$ cat src/rtl/key_code_decoder.sv
// Queues 4-bit key codes and shows each one on an active-low one-hot key
// pattern for HOLD_CYCLES cycles, followed by GAP_CYCLES blank cycles.
module key_code_decoder #(
  parameter int HOLD_CYCLES = 1000,
  parameter int GAP_CYCLES  = 100,
  parameter int FIFO_DEPTH  = 4
) (
  input  logic       clk,
  input  logic       reset,
  input  logic [3:0] code,
  input  logic       code_valid,
  output logic       code_ready,
  output logic [7:0] key_n,
  output logic       busy,
  output logic       err,
  output logic [7:0] err_cnt
);

  localparam int PW = (FIFO_DEPTH > 1) ? $clog2(FIFO_DEPTH) : 1;
  localparam logic [PW-1:0] PTR_LAST  = PW'(FIFO_DEPTH - 1);
  localparam logic [4:0]    DEPTH_C   = 5'(FIFO_DEPTH);
  localparam logic [15:0]   HOLD_LOAD = 16'(HOLD_CYCLES - 1);
  localparam logic [15:0]   GAP_LOAD  = (GAP_CYCLES > 0) ? 16'(GAP_CYCLES - 1) : 16'd0;
  localparam bit            HAS_GAP   = (GAP_CYCLES > 0);

  localparam logic [1:0] IDLE = 2'd0;
  localparam logic [1:0] SHOW = 2'd1;
  localparam logic [1:0] GAP  = 2'd2;

  logic [1:0]    state_q, state_d;
  logic [15:0]   timer_q, timer_d;
  logic [7:0]    key_n_q, key_n_d;
  logic          busy_q, busy_d;
  logic          err_q, err_d;
  logic [7:0]    err_cnt_q, err_cnt_d;
  logic [PW-1:0] wr_ptr_q, wr_ptr_d;
  logic [PW-1:0] rd_ptr_q, rd_ptr_d;
  logic [4:0]    cnt_q, cnt_d;
  logic [2:0]    mem_q [FIFO_DEPTH];

  logic       legal;
  logic       accept;
  logic       push;
  logic       pop;
  logic [3:0] idx_full;
  logic [2:0] key_idx;
  logic [2:0] head;

  // Legal codes run 1110 (key0) down to 0111 (key7), so key = 14 - code.
  assign legal      = (code >= 4'd7) && (code <= 4'd14);
  assign idx_full   = 4'd14 - code;
  assign key_idx    = idx_full[2:0];
  assign code_ready = (cnt_q < DEPTH_C);
  assign accept     = code_valid && code_ready;
  assign push       = accept && legal;
  assign pop        = (state_q == IDLE) && (cnt_q != 5'd0);
  assign head       = mem_q[rd_ptr_q];

  always_comb begin
    state_d   = state_q;
    timer_d   = timer_q;
    key_n_d   = key_n_q;
    busy_d    = busy_q;
    err_d     = accept && !legal;
    err_cnt_d = err_cnt_q;
    wr_ptr_d  = wr_ptr_q;
    rd_ptr_d  = rd_ptr_q;
    cnt_d     = cnt_q;

    if (accept && !legal && (err_cnt_q != 8'hFF)) begin
      err_cnt_d = err_cnt_q + 8'd1;
    end

    if (push) begin
      wr_ptr_d = (wr_ptr_q == PTR_LAST) ? '0 : wr_ptr_q + 1'b1;
    end
    if (pop) begin
      rd_ptr_d = (rd_ptr_q == PTR_LAST) ? '0 : rd_ptr_q + 1'b1;
    end
    case ({push, pop})
      2'b10:   cnt_d = cnt_q + 5'd1;
      2'b01:   cnt_d = cnt_q - 5'd1;
      default: cnt_d = cnt_q;
    endcase

    case (state_q)
      IDLE: begin
        key_n_d = 8'hFF;
        busy_d  = 1'b0;
        if (pop) begin
          key_n_d = ~(8'd1 << head);
          timer_d = HOLD_LOAD;
          busy_d  = 1'b1;
          state_d = SHOW;
        end
      end
      SHOW: begin
        if (timer_q == 16'd0) begin
          key_n_d = 8'hFF;
          if (HAS_GAP) begin
            timer_d = GAP_LOAD;
            state_d = GAP;
          end else begin
            busy_d  = 1'b0;
            state_d = IDLE;
          end
        end else begin
          timer_d = timer_q - 16'd1;
        end
      end
      GAP: begin
        key_n_d = 8'hFF;
        if (timer_q == 16'd0) begin
          busy_d  = 1'b0;
          state_d = IDLE;
        end else begin
          timer_d = timer_q - 16'd1;
        end
      end
      default: begin
        key_n_d = 8'hFF;
        busy_d  = 1'b0;
        timer_d = 16'd0;
        state_d = IDLE;
      end
    endcase
  end

  always_ff @(posedge clk) begin
    if (!reset) begin
      state_q   <= IDLE;
      timer_q   <= 16'd0;
      key_n_q   <= 8'hFF;
      busy_q    <= 1'b0;
      err_q     <= 1'b0;
      err_cnt_q <= 8'd0;
      wr_ptr_q  <= '0;
      rd_ptr_q  <= '0;
      cnt_q     <= 5'd0;
    end else begin
      state_q   <= state_d;
      timer_q   <= timer_d;
      key_n_q   <= key_n_d;
      busy_q    <= busy_d;
      err_q     <= err_d;
      err_cnt_q <= err_cnt_d;
      wr_ptr_q  <= wr_ptr_d;
      rd_ptr_q  <= rd_ptr_d;
      cnt_q     <= cnt_d;
    end
  end

  // Storage needs no reset: occupancy alone decides which entries are live.
  always_ff @(posedge clk) begin
    if (reset && push) begin
      mem_q[wr_ptr_q] <= key_idx;
    end
  end

  assign key_n   = key_n_q;
  assign busy    = busy_q;
  assign err     = err_q;
  assign err_cnt = err_cnt_q;

endmodule

$ cat config.mk
export PLATFORM = sky130hd
export DESIGN_NAME = key_code_decoder
export DESIGN_NICKNAME = d
export VERILOG_FILES = /design/src/rtl/key_code_decoder.sv
export SDC_FILE = /design/constraint.sdc
export NUM_CORES = 1
export LEC_CHECK = 0
export BUFFER_PORTS_ARGS = -buffer_cell sky130_fd_sc_hd__buf_4
export CORE_AREA = 2 2 56 110
export DETAILED_ROUTE_END_ITERATION = 10
export DIE_AREA = 0 0 58 112
export HOLD_SLACK_MARGIN = 0.15
export PLACE_DENSITY = 0.73
export SLEW_MARGIN = 15
export SYNTH_ARGS = -nofsm -noshare
export SYNTH_HDL_FRONTEND = slang
export SYNTH_SLANG_ARGS = --single-unit
$ cat constraint.sdc
create_clock -name clk -period 3.17 [get_ports clk]
set_input_delay 0.634 -clock clk [delete_from_list [all_inputs] [get_ports clk]]
set_output_delay 0.634 -clock clk [all_outputs]
set_load 0.02 [all_outputs]
==> results.cfg, run 1 <==
[global_route]
grt_max_degree = 26
overflow = 0
grt_pass1_vias = 2476
grt_pass1_wl_um = 11300
groute.usage.overall_pct = 22.7
antenna_found_initial = 0

[sta]
fin_crit_sh_pct = 94.2
period_minus_slack_ns = 2.99
relSlewSlack_pct = 45.5
fin_ws_ns = 0.185
max_clock_freq_ghz = 0.335
hold_violations = 0
final_max_slew_viol_count = 0
setup_violations = 0
worst_pin_slew_ns = 0.813
finalClockSkew_ns = 0.00592
grt_setup_unrepaired = no

[power_and_ir_drop]
peakVddDrop_mv = 0.881
p_leak_uw = 0.00139
power_density_nw_per_um2 = 1100

[critical_path]
cp-start-kind = input port
cp_cell_sequence = buf_4, inv_1, ha_1, and4b_1, and4bb_2, inv_1, ha_4, inv_1, fa_1, nor2b_2, o21ai_0, and3_1, or4_1, a21oi_1
critical-path-top-delay-family = simple AND/OR/NAND/NOR gates
path_class = in2reg
cpMaxStageDelayCell = or4_1
critPathBufInv = 4
end_kind = register
slowest_delay_ns = 0.41
path_max_fanout = 4
cp_common_cell = inv_1
crit_required_ns = 3.43
arrival_ns = 3.24

[clocking]
cts_tree = yes
clock-sinks = 59
clkSlewWorstSetupHoldPaths_ns = 0.05
cts_root_buf = clkbuf_16
clock_latency_ns = 0.34
htree_levels = 3
cts_buffer_depth = 2
cts_buffers = 9
cts_hold_buf = 0

[cells_and_area]
postLayoutCoreUtil_pct = 61.7
layout.nets = 359
syn2layout_area_growth_pct = 20.1
drive_above_1_share_pct = 20.1
finalInstanceArea_um2 = 3490
antennaDiodeCount = 0

[flow_run]
drv_cap = 0

[floorplanning]
fp.dieArea_um2 = 6500
rows = 39
io-pin-count = 26
die_h_um = 112
core_area_um2 = 5660
initial_core_util_pct = 51.4
die_width_um = 58

[detailed_routing]
routedWlPerCell_um = 16.7
drt-initial-drc-count = 110
vias = 2454
drtAntennaViolNets = 0
drc = 0
drt-total-wl_um = 6740
viasPerCell = 6.07
first_pass_iters = 5

[placed_design]
port_buffers = 25
gp_congestion = 0.834
place_ws_ns = -0.227
post_dp_cell_area_um2 = 3200
dp_hpwl_um = 4900

[yosys]
synth_commonest_cells = 47 x dfxtp_1, 31 x nor2_1, 28 x nand2_1
netlist.area_leader.share_pct = 32.3
yosys-top-cells-area = dfxtp_1 32%, edfxtp_1 12%, ha_1 5.6%
syn_area_um2 = 2910
synthSimpleGateAreaFrac_pct = 22.7
synthMuxAreaShare_pct = 3.01
yosysWarnings = 0
synth_compound_area_share_pct = 15.5
syn-num-nets = 321
synthFlopType = dfxtp_1
synth_fa_ha_area_share_pct = 6.28
ys_ff_latch = 59
async_reset_ff_share_pct = 0
synth_top_area_cell = dfxtp_1
postSynthCellCount = 300
yosysMostFrequentCell = dfxtp_1
synth_top_family_by_area = simple AND/OR/NAND/NOR gates
ys_seq_area_share_pct = 44.7
avgSynthCellArea_um2 = 9.70
synth_xor_area_share_pct = 4.22
synth_edf_count = 12
synthDistinctLibCells = 61

[status]
status = completed

[worst_hold_path]
hold_path.class = reg2reg
## where the power goes
group | switching, uW | internal, uW
Combinational | 1030 | 781
Sequential | 193 | 936
Clock | 324 | 568
Total | 1550 | 2280
## worst register-to-register path, cell delays in order, from the launching register on
cell and delay [ns]:
dfxtp_1 0.33, nor3_2 0.41, nand2_1 0.17, nand2_1 0.20
inv_2 0.08, ha_4 0.18, ha_1 0.29, nor2b_2 0.16
o21ai_0 0.20, a21oi_1 0.12, or4_1 0.48, a21oi_1 0.16
## logic make-up after synthesis
kind of cell,after synthesis
xor+xnor,14
buf+inv,24
compound gates,67
simple gates,117
mux,5
fa+ha+maj,14
flops,59
## flip-flops by register name, indices dropped and copies added, names as in the netlist, 2 cells and up, named ones only
name / cells
cnt_q: 5
state_q: 2
mem_q: 12
key_n: 8
timer_q: 16
rd_ptr_q: 2
err_cnt: 8
wr_ptr_q: 2
## path summary, 6_finish.rpt
check | from | endpoint | slack (ns) | cells after the start
max | code[0] | cnt_q[4] | 0.18 | 14
min reg2reg | rd_ptr_q[1] | register | 0.49 | 2
max reg2reg | cnt_q[2] | cnt_q[4] | 0.32 | 11
min | rd_ptr_q[1] | register | 0.49 | 2
## cells in the final DEF (no fill, tap or decap), drive strengths merged, types with 3 or more instances in the layout
cell,count
a21oi,21
and3,5
and4bb,3
buf,35
clkbuf,14
dfxtp,47
edfxtp,12
ha,13
inv,16
mux4,3
nand2,29
nand2b,4
nand3,6
nand4,3
nor2,31
nor2b,3
nor3,7
nor3b,3
nor4,8
o211ai,3
o21ai,9
o22ai,8
o31ai,3
or3,4
or4,6
xnor2,10
xor2,4
## what timing repair did
item / in CTS / in global routing
endpoints found under the setup margin: 0 / 1
buffers inserted: 0 / 0
resized for setup: 0 / 3
## layout make-up
type | count | area, um2
fillers | 485 | 2170
clock buffers | 14 | 264
inverters | 16 | 60.1
multi-input cells | 217 | 1520
flip-flops and latches | 59 | 1300
repair buffers | 35 | 263
clock inverters | 2 | 10.0
well taps | 61 | 76.3
## layer usage
metal | global-route usage, % | wire length [um] | up-vias
met2 | 40.3 | 3720 | 77
met5 | 0 | 0 | -
met3 | 6.27 | 270 | 27
met4 | 13.6 | 293 | 0
li1 | - | - | 1179
met1 | 22.3 | 2460 | 1171
## stage by stage
step                      hold WS (ns)  power (uW)  setup TNS [ns]  cells
after floorplan                  0.454        2320               0    300
after global placement           0.465        2800         -0.0846    388
after detailed placement         0.483        2860          -0.227    388
after CTS                        0.496        3770               0    404
after global routing             0.519        4080               0    404
final                            0.487        3830               0    404
Note: power is estimated with default switching activity, not from simulation.
==> run 2: changes to the inputs <==
Settings changed: CORE_AREA 2 2 56 110 to 2 2 55 108, DIE_AREA 0 0 58 112 to 0 0 57 110.
Clock period 3.17 ns to 3.7 ns, I/O delays scaled along.
==> run 2 against run 1 <==
  * Die area shrank 3.5%
  * Sequential power fell by 14%
  * Core utilization down 0.80 points
  * Clock skew about the same
  * Sequential share of layout area grew 2.2 points
  * Critical endpoint unchanged
  * Setup slack improved by 0.33 ns
  * Sequential cell count unchanged
  * Final area down 5.5%
  * Clock power down 42%
  * First-iteration DRC count fell by 45%
==> results.cfg, run 2 (same netlist as run 1, synthesis figures left out) <==
[sta]
finalSetupTns_ns = 0
finalClockSkew_ns = 0.00641
worst_pin_slew_ns = 0.805
grt_setup_unrepaired = no
hold_violations = 0
relSlewSlack_pct = 46.0
period_minus_slack_ns = 3.19
final_max_slew_viol_count = 0
max_clock_freq_ghz = 0.314
setup_violations = 0
fin_crit_sh_pct = 86.2

[status]
status = completed

[power_and_ir_drop]
p_leak_uw = 0.00130
power_density_nw_per_um2 = 856
peakVddDrop_mv = 0.649

[critical_path]
slowest_delay_ns = 0.39
cp_cell_sequence = buf_4, inv_1, ha_1, and4b_1, and4bb_2, inv_1, ha_1, inv_1, fa_1, nor2b_1, o21ai_0, and3_1, or4_1, a21oi_1
cp_common_cell = inv_1
path_max_fanout = 6
crit_required_ns = 3.98
arrival_ns = 3.47
crit_path_start = code[0]
r2r_start = state_q[0]
path_class = in2reg
cp-start-kind = input port
end_kind = register
cpMaxStageDelayCell = fa_1

[cells_and_area]
finalInstanceArea_um2 = 3300
antennaDiodeCount = 0
syn2layout_area_growth_pct = 13.5
final_common_cell = dfxtp_1
layout.nets = 349
layout_common_cells = 47 x dfxtp_1, 31 x nor2_1, 28 x nand2_1
largest_reg_flops = 16
drive_above_1_share_pct = 17.4
regMostFlops = timer_q
reg_top3 = timer_q x16, mem_q x12

[global_route]
grt_max_degree = 26
antenna_found_initial = 0
groute.usage.overall_pct = 21.3
grt_pass1_vias = 2318
overflow = 0
grt_pass1_wl_um = 10200

[clocking]
cts_tree = yes
cts_setup_buffers = 0
cts-resized-gates = 0
cts_buffer_depth = 2
cts_buffers = 9
cts_hold_buf = 0
htree_levels = 3
clkSlewWorstSetupHoldPaths_ns = 0.06
clock-sinks = 59
cts_root_buf = clkbuf_8
clock_latency_ns = 0.35

[floorplanning]
core_area_um2 = 5420
initial_core_util_pct = 53.7
rows = 38
io-pin-count = 26
die_width_um = 57
fp.dieArea_um2 = 6270
die_h_um = 110

[detailed_routing]
drc = 0
drt-initial-drc-count = 61
viasPerCell = 5.94
vias = 2334
drtAntennaViolNets = 0
first_pass_iters = 4
routedWlPerCell_um = 15.6
drt-total-wl_um = 6120

[placed_design]
dp_hpwl_um = 4590
post_dp_cell_area_um2 = 3130
port_buffers = 25
gp_congestion = 0.769

[worst_hold_path]
worstHoldStart = rd_ptr_q[1]
hold_path.class = reg2reg

[flow_run]
drv_cap = 0
[run 2: power by group]
part | internal (uW) | switching (uW) | leakage, uW
registers | 800 | 176 | 0.000493
logic | 539 | 791 | 0.000714
clock network | 276 | 244 | 0.0000932
total | 1620 | 1210 | 0.00130
[run 2: area by class of cell]
| type | instances | area (um2) |
|---|---|---|
| Multi-Input combinational cell | 217 | 1500 |
| Clock buffer | 13 | 159 |
| Inverter | 16 | 60.1 |
| Tap cell | 60 | 75.1 |
| Fill cell | 481 | 2120 |
| Sequential cell | 59 | 1300 |
| Clock inverter | 3 | 15.0 |
| Timing Repair Buffer | 25 | 188 |
[run 2: worst paths after layout]
| kind | to | slack, ns | depth (start not counted) |
|---|---|---|---|
| hold reg to reg | register | 0.49 | 2 |
| setup reg to reg | cnt_q[4] | 0.69 | 11 |
| hold / removal | register | 0.49 | 2 |
| setup / recovery | cnt_q[4] | 0.51 | 14 |
[run 2: worst max-delay path: cells and delay by family]
kind	cells	cell delay [ns]
and+or+nand+nor	5	1.29
AOI/OAI and AO/OA	2	0.27
adders and majority gates	3	0.81
buffers and inverters	4	0.36
[run 2: per-layer routing]
layer	vias to the layer above	global-route usage, %	part of all wire [%]
met1	1107	19.5	36
met4	0	17.3	4.7
met5	-	0	0
met3	23	4.43	3.0
met2	49	39.2	56
li1	1155	-	-
[run 2: per-stage QoR]
stage	utilization, %	hold WS [ns]	instances	setup WS [ns]	total power, uW
after global routing	60.9	0.517	393	0.334	3040
after floorplan	-	0.454	300	0.521	1990
after global placement	57.7	0.465	377	0.256	2280
final	60.9	0.486	393	0.511	2830
after detailed placement	57.7	0.487	377	0.161	2310
after CTS	60.9	0.491	393	0.535	2840
==> run 3: changes to the inputs <==
==> constraint.sdc (replaced) <==
create_clock -name clk -period 3.7 [get_ports clk]
set_input_delay 0.555 -clock clk [delete_from_list [all_inputs] [get_ports clk]]
set_output_delay 0.555 -clock clk [all_outputs]
set_load 0.02 [all_outputs]
==> run 3 against run 2 <==
  * Clock power up 23%
  * Critical path type unchanged
  * Critical endpoint unchanged
  * Combinational power about the same
  * Global-route usage up 0.18 points
  * Fmax up 3.4%
  * Critical path depth unchanged
  * Register-to-register slack worse by 0.05 ns
  * Clock-buffer cell count down 1
==> results.cfg, run 3 (same netlist as run 1, synthesis figures left out) <==
[cells_and_area]
postLayoutCoreUtil_pct = 61.6
largest_reg_flops = 16
antennaDiodeCount = 0
finalInstanceArea_um2 = 3340
layout_common_cells = 47 x dfxtp_1, 31 x nor2_1, 28 x nand2_1
multi_input_area_um2 = 1500
reg_top3 = timer_q x16, mem_q x12
regMostFlops = timer_q
fill_cells = 482
final_common_cell = dfxtp_1
seq_area_um2 = 1300
syn2layout_area_growth_pct = 14.8
layout.nets = 349
drive_above_1_share_pct = 17.1

[critical_path]
crit_required_ns = 3.98
path_max_fanout = 6
arrival_ns = 3.36
path_class = in2reg
end_kind = register
cp-start-kind = input port

[clocking]
clkSlewWorstSetupHoldPaths_ns = 0.07
clock-sinks = 59
cts_buffer_depth = 2
cts_root_buf = clkbuf_8
cts_buffers = 9
clock_latency_ns = 0.35
cts_tree = yes
cts_setup_buffers = 0
cts-resized-gates = 0
cts_hold_buf = 0
htree_levels = 3

[global_route]
antenna_found_initial = 0
overflow = 0
grt_pass1_wl_um = 10100
groute.usage.overall_pct = 21.5
grt_max_degree = 26
grt_pass1_vias = 2294

[detailed_routing]
first_pass_iters = 4
vias = 2331
drt-total-wl_um = 6210
viasPerCell = 5.93
routedWlPerCell_um = 15.8
drt-initial-drc-count = 77
drtAntennaViolNets = 0
drc = 0

[sta]
period_minus_slack_ns = 3.08
worst_pin_slew_ns = 0.742
final_max_slew_viol_count = 0
relSlewSlack_pct = 50.2
hold_violations = 0
fin_ws_ns = 0.617
finalClockSkew_ns = 0.00672
grt_setup_unrepaired = no
fin_crit_sh_pct = 83.3
setup_violations = 0
max_clock_freq_ghz = 0.324
whs_ns = 0.423
finalSetupTns_ns = 0

[floorplanning]
rows = 38
core_area_um2 = 5420
io-pin-count = 26
die_h_um = 110
initial_core_util_pct = 53.7
die_width_um = 57
fp.dieArea_um2 = 6270

[placed_design]
gp_congestion = 0.799
dp_hpwl_um = 4670
place_ws_ns = 0.280
port_buffers = 25
post_dp_cell_area_um2 = 3130

[flow_run]
drv_cap = 0

[status]
status = completed

[power_and_ir_drop]
power_density_nw_per_um2 = 885
p_leak_uw = 0.00130
peakVddDrop_mv = 0.563

[worst_hold_path]
hold_path.class = in2reg
run 3: worst max-delay path, stage by stage:
cell,delay (ns)
buf_4,0.11
inv_1,0.04
ha_1,0.19
and4b_1,0.26
and4bb_2,0.28
inv_1,0.11
ha_1,0.27
inv_1,0.11
fa_1,0.39
nor2b_1,0.15
o21ai_0,0.12
and3_1,0.21
or4_1,0.40
a21oi_1,0.16
run 3: metrics by stage:
| step | power, uW | cells |
|---|---|---|
| 2_1_floorplan | 1990 | 300 |
| 4_1_cts | 2980 | 393 |
| 3_5_place_dp | 2330 | 377 |
| 5_1_grt | 3150 | 393 |
| 6_report | 2950 | 393 |
| 3_3_place_gp | 2290 | 377 |
run 3: cell type report:
class / instances / share of cell area, %
Clock inverter: 4 / 2.25
Inverter: 16 / 1.80
Clock buffer: 12 / 4.05
Sequential cell: 59 / 39.0
Tap cell: 60 / 2.25
Multi-Input combinational cell: 217 / 45.1
Timing Repair Buffer: 25 / 5.62
run 3: path summary, 6_finish.rpt:
check / startpoint / to / slack, ns / depth (start not counted)
max: code[0] / cnt_q[4] / 0.62 / 14
min: code[0] / mem_q[1][0] / 0.42 / 1
max reg2reg: cnt_q[2] / cnt_q[4] / 0.64 / 11
min reg2reg: rd_ptr_q[1] / rd_ptr_q[1] / 0.48 / 2
run 3: per-layer routing:
metal | global-route usage (%) | vias up | wire (um)
met5 | 0 | - | 0
met4 | 13.0 | 0 | 271
met3 | 6.07 | 23 | 218
met2 | 41.2 | 53 | 3520
met1 | 19.1 | 1103 | 2190
li1 | - | 1152 | -
run 3: where the power goes:
| part | switching, uW | internal [uW] | leakage (uW) |
|---|---|---|---|
| sequential | 179 | 800 | 0.000493 |
| combinational | 796 | 541 | 0.000714 |
| clock | 258 | 380 | 0.0000968 |
